`src/rtl/rle_bit_tx.sv`:
```
// Run-length serial bit transmitter. It takes (bit, length) commands through a
// one-entry pending slot and emits the runs back to back, one bit per enable strobe.
module rle_bit_tx #(
    parameter int   LEN_W    = 4,
    parameter logic IDLE_BIT = 1'b0
) (
    input  logic             clk,
    input  logic             reset,
    input  logic             en,
    input  logic             cmd_valid,
    output logic             cmd_ready,
    input  logic             cmd_bit,
    input  logic [LEN_W-1:0] cmd_len,
    output logic             out,
    output logic             out_valid,
    output logic             run_done,
    output logic             busy
);

    logic             running_q, running_d;
    logic             act_bit_q, act_bit_d;
    logic [LEN_W-1:0] act_rem_q, act_rem_d;
    logic             pend_full_q, pend_full_d;
    logic             pend_bit_q, pend_bit_d;
    logic [LEN_W-1:0] pend_len_q, pend_len_d;
    logic             out_q, out_d;
    logic             out_valid_q, out_valid_d;
    logic             run_done_q, run_done_d;

    logic rem_zero;
    logic load_now;
    logic accept;

    // The slot frees up on the same edge that loads it, so ready looks ahead at that load.
    assign rem_zero  = (act_rem_q == '0);
    assign load_now  = en & (~running_q | rem_zero) & pend_full_q;
    assign cmd_ready = ~pend_full_q | load_now;
    assign accept    = cmd_valid & cmd_ready & (cmd_len != '0);

    always_comb begin
        // NOTE: every next-state signal gets a default first, so no path through this block infers a latch.
        running_d   = running_q;
        act_bit_d   = act_bit_q;
        act_rem_d   = act_rem_q;
        pend_full_d = pend_full_q;
        pend_bit_d  = pend_bit_q;
        pend_len_d  = pend_len_q;
        out_d       = out_q;
        out_valid_d = 1'b0;
        run_done_d  = 1'b0;

        if (en) begin
            if (running_q && !rem_zero) begin
                out_d       = act_bit_q;
                out_valid_d = 1'b1;
                act_rem_d   = act_rem_q - LEN_W'(1);
                run_done_d  = (act_rem_q == LEN_W'(1));
            end else if (pend_full_q) begin
                out_d       = pend_bit_q;
                out_valid_d = 1'b1;
                act_bit_d   = pend_bit_q;
                act_rem_d   = pend_len_q - LEN_W'(1);
                running_d   = 1'b1;
                pend_full_d = 1'b0;
                run_done_d  = (pend_len_q == LEN_W'(1));
            end else begin
                running_d = 1'b0;
                out_d     = IDLE_BIT;
            end
        end

        // A zero-length command is taken off the bus but leaves the slot untouched.
        if (accept) begin
            pend_full_d = 1'b1;
            pend_bit_d  = cmd_bit;
            pend_len_d  = cmd_len;
        end
    end

    // NOTE: sequential state uses non-blocking assignments so all registers update together on the edge.
    always_ff @(posedge clk or negedge reset) begin
        if (!reset) begin
            running_q   <= 1'b0;
            act_bit_q   <= 1'b0;
            act_rem_q   <= '0;
            pend_full_q <= 1'b0;
            pend_bit_q  <= 1'b0;
            pend_len_q  <= '0;
            out_q       <= IDLE_BIT;
            out_valid_q <= 1'b0;
            run_done_q  <= 1'b0;
        end else begin
            running_q   <= running_d;
            act_bit_q   <= act_bit_d;
            act_rem_q   <= act_rem_d;
            pend_full_q <= pend_full_d;
            pend_bit_q  <= pend_bit_d;
            pend_len_q  <= pend_len_d;
            out_q       <= out_d;
            out_valid_q <= out_valid_d;
            run_done_q  <= run_done_d;
        end
    end

    assign out       = out_q;
    assign out_valid = out_valid_q;
    assign run_done  = run_done_q;
    assign busy      = running_q | pend_full_q;

endmodule
```
`config.mk`:
```
export PLATFORM = sky130hd
export DESIGN_NAME = rle_bit_tx
export DESIGN_NICKNAME = d
export VERILOG_FILES = /design/src/rtl/rle_bit_tx.sv
export SDC_FILE = /design/constraint.sdc
export NUM_CORES = 1
export LEC_CHECK = 0
export ABC_CLOCK_PERIOD_IN_PS = 1700
export CAP_MARGIN = 0
export CORE_ASPECT_RATIO = 0.8
export CORE_MARGIN = 1.5
export CORE_UTILIZATION = 40
export CTS_BUF_LIST = sky130_fd_sc_hd__clkbuf_2 sky130_fd_sc_hd__clkbuf_4 sky130_fd_sc_hd__clkbuf_8
export CTS_CLUSTER_DIAMETER = 120
export DETAILED_ROUTE_END_ITERATION = 10
export DONT_BUFFER_PORTS = 1
export SYNTH_ARGS = -nofsm -noshare
export SYNTH_HDL_FRONTEND = slang
export SYNTH_SLANG_ARGS = --single-unit
```
`constraint.sdc`:
```
create_clock -name clk -period 1.7 [get_ports clk]
set_input_delay 0.085 -clock clk [delete_from_list [all_inputs] [get_ports clk]]
set_output_delay 0.085 -clock clk [all_outputs]
set_load 0.1 [all_outputs]
```
==> results.md <==
### Status
• run status: finished, violations left
• failing checks: negative setup slack

### Detailed routing
• remaining antenna violation count after routing: 0
• DRC violation count after routing: 0
• post-detailed-routing wire length: 2.02 mm
• DRC marker count from the first detailed-route iteration: 6
• via count of the routed design: 682
• iteration count of the initial detailed-routing pass: 3
• vias per cell: 5.13
• Avg WL per Cell: 15.2 um

### Placed design
• number of buffers added on ports: 0
• Detail Placement HPWL: 1.26 mm
• weighted congestion reported at the end of routability-driven placement: 0.774

### Critical path
• startpoint of the lowest-slack register-to-register path: act_rem_q[0]$_DFFE_PN0P_
• worst-path cell with the longest stage delay: or4b_4
• type of the setup path with the least slack: register to register
• minimum setup slack among reg-to-reg paths: -30 ps
• gate family responsible for the most delay along the worst path: simple AND/OR/NAND/NOR gates
• arrival time of data at the critical path endpoint: 1910 ps
• critical-path cell list: inv_2 -> ha_4 -> or4b_4 -> nand3_4 -> inv_4 -> nand2_4 -> mux2_4
• largest stage delay on the critical path: 470 ps
• peak fanout along the critical path: 5
• WP data required: 1880 ps
• crit path buf inv count: 2
• Worst Setup End Kind: register
• Worst Setup Start Kind: register
• timing startpoint of the critical path: act_rem_q[0]$_DFFE_PN0P_

### Timing
• RSZ-0062 raised after global routing: true
• final count of hold timing violations: 0
• highest achievable clock rate: 0.579 GHz
• Slew Limit Fails: 0
• fin crit period: 1730 ps
• final period utilization: 102%
• post-route clock skew: 2.62 ps
• Tightest Pin Transition: 681 ps
• worst max-slew margin expressed relative to the limit: 54.5%
• number of endpoints failing setup at the final stage: 1
• final setup slack of the worst path: -28.3 ps
• TNS Setup: -28.3 ps

### Floorplan
• Die X: 52.9 um
• number of placed I/O pins: 14
• num rows: 14
• Initial Util: 42.6%
• Placeable Area: 1870 um2
• vertical extent of the die: 43.0 um
• die footprint: 2270 um2

### Power
• portion of total power attributed to combinational logic: 61.5%
• clock power share: 9.5%
• Lkg Pwr: 0.536 nW
• pwr dens: 1990 nW/um2
• Psw: 1.06 mW
• switching share of power: 45.9%
• fraction of power consumed by sequential logic: 29.0%
• Internal: 1.25 mW
• peak supply drop: 0.00128 V

### Yosys
• Synth Cell Area: 798 um2
• warnings from Yosys: 0
• post-synth cell types: 31
• Cells after Synth: 78
• Avg Cell Area, Syn: 10.2 um2
• number of nets in the synthesized netlist: 91
• number of synthesized register bits: 15
• sequential area share after synthesis: 47.0%

### Global route
• first-pass GRT wire length: 3.03 mm
• antenna violations before repair: 0
• vias in the first global route: 673
• GRT Util Overall: 18.6%
• largest net degree at the start of global routing: 16
• overflow left after global routing: 0

### Cells and area
• final-stage net count: 123
• number of antenna repair diodes: 0
• Layout Utilization: 61.9%
• fraction of layout cells with a size suffix above 1: 38.5%
• largest registers ranked by flip-flop count: act_rem_q x4, pend_len_q x4
• area overhead of the layout relative to synthesis: 45.5%

### Worst hold path
• classification of the worst-slack hold path: input port to register
• start point of the worst min-delay path: en

### Clock network
• CTS root buffer: clkbuf_4
• maximum clock path buffer count: 2
• number of CTS-inserted buffers: 3
• Clock Pin Slew Worst Setup and Hold Paths: 80 ps
• clock latency reported for the late side of the worst-skew pair: 290 ps
• CTS tree: done
• number of clock sinks: 15
• H-tree levels: 1

### Flow run
• max-capacitance violation count: 0

final cells by class:
| class | instances | area, um2 |
|---|---|---|
| Fill cell | 147 | 713 |
| Multi-Input combinational cell | 55 | 457 |
| Timing Repair Buffer | 28 | 240 |
| Inverter | 7 | 28.8 |
| Sequential cell | 15 | 375 |
| Clock buffer | 4 | 30.0 |
| Tap cell | 24 | 30.0 |
power by group through the flow:
stage	combinational (mW)	clock (mW)	sequential, mW
6_report	1.42	0.219	0.669
5_1_grt	1.54	0.243	0.692
4_1_cts	1.26	0.221	0.658
3_5_place_dp	1.23	0	0.665
3_3_place_gp	1.21	0	0.666
2_1_floorplan	0.756	0	0.814
cells in the mapped netlist, drive strengths merged:
| master | instances | area [um2] |
|---|---|---|
| dfrtp | 15 | 375 |
| nand2 | 8 | 32.5 |
| o21ai | 8 | 40.0 |
| inv | 7 | 26.3 |
| nand3 | 7 | 40.0 |
| mux2 | 5 | 56.3 |
| ha | 4 | 50.1 |
| nor2 | 3 | 11.3 |
| nor3 | 3 | 15.0 |
| o311ai | 2 | 25.0 |
| xor2 | 2 | 17.5 |
| a21bo | 1 | 10.0 |
| a21boi | 1 | 7.51 |
| a221oi | 1 | 8.76 |
| a22o | 1 | 8.76 |
| a22oi | 1 | 7.51 |
| a31oi | 1 | 6.26 |
| and2b | 1 | 8.76 |
| buf | 1 | 7.51 |
| nand2b | 1 | 6.26 |
| nand4 | 1 | 6.26 |
| nor2b | 1 | 6.26 |
| o41ai | 1 | 8.76 |
| or2 | 1 | 6.26 |
| or4b | 1 | 10.0 |
routing by layer:
layer  wire length, um  global-route usage (%)  up-vias
met5                 0                       0        -
met4                40                    5.64        0
met3                89                    7.04        4
met2               997                    28.7       12
met1               894                    24.2      323
li1                  -                       -      343
path summary, 6_finish.rpt:
check                                            end  cells after the start
hold reg to reg                act_bit_q$_DFFE_PN0P_                      1
setup reg to reg               act_bit_q$_DFFE_PN0P_                      7
hold / removal                   out_valid$_DFF_PN0_                      3
setup / recovery               act_bit_q$_DFFE_PN0P_                      7
min in group asynchronous  pend_len_q[3]$_DFFE_PN0P_                      1
max in group asynchronous   act_rem_q[3]$_DFFE_PN0P_                      1
metrics by stage:
step,hold slack (ps),setup WS (ps),std cells,instance area (um2),power [mW]
2_1_floorplan,-211,-711,78,838,1.57
3_3_place_gp,-210,58.9,113,951,1.88
3_5_place_dp,-210,25.0,113,951,1.89
4_1_cts,67.9,10.2,126,1070,2.14
5_1_grt,57.2,-72.0,133,1160,2.48
6_report,67.8,-28.3,133,1160,2.31
kinds of logic after synthesis:
logic type | count (synthesis) | synth area share, %
xor gates and xnor gates | 2 | 2.19
DFF | 15 | 47.0
buffers and inverters | 8 | 4.23
muxes | 5 | 7.05
AOI/OAI and AO/OA | 17 | 15.4
and+or+nand+nor | 27 | 17.9
adders and majority gates | 4 | 6.27
tightest hold or removal path, cell delays in order:
cell and delay (ps):
nand3_4 60, inv_4 50, buf_4 130
cell usage in the layout, fill, tap and decap left out, types with 3 or more instances in the layout:
| cell | netlist | layout |
|---|---|---|
| nor2_1 | 3 | 3 |
| dfrtp_1 | 15 | 15 |
| dlygate4sd3_1 | 0 | 9 |
| nand2_1 | 7 | 6 |
| buf_4 | 1 | 17 |
| inv_1 | 6 | 4 |
| o21ai_0 | 7 | 7 |
| clkbuf_4 | 0 | 4 |
| nand3_1 | 6 | 6 |
| mux2_4 | 0 | 4 |
| ha_1 | 4 | 3 |
repair_timing:
item                                    4_1_cts  5_1_grt
buffers inserted                              0        7
gates resized for setup                       0       10
hold buffers                                  9        0
hold endpoints to repair                     25        0
endpoints found under the setup margin        0        8
(Power assumes the default switching activity.)
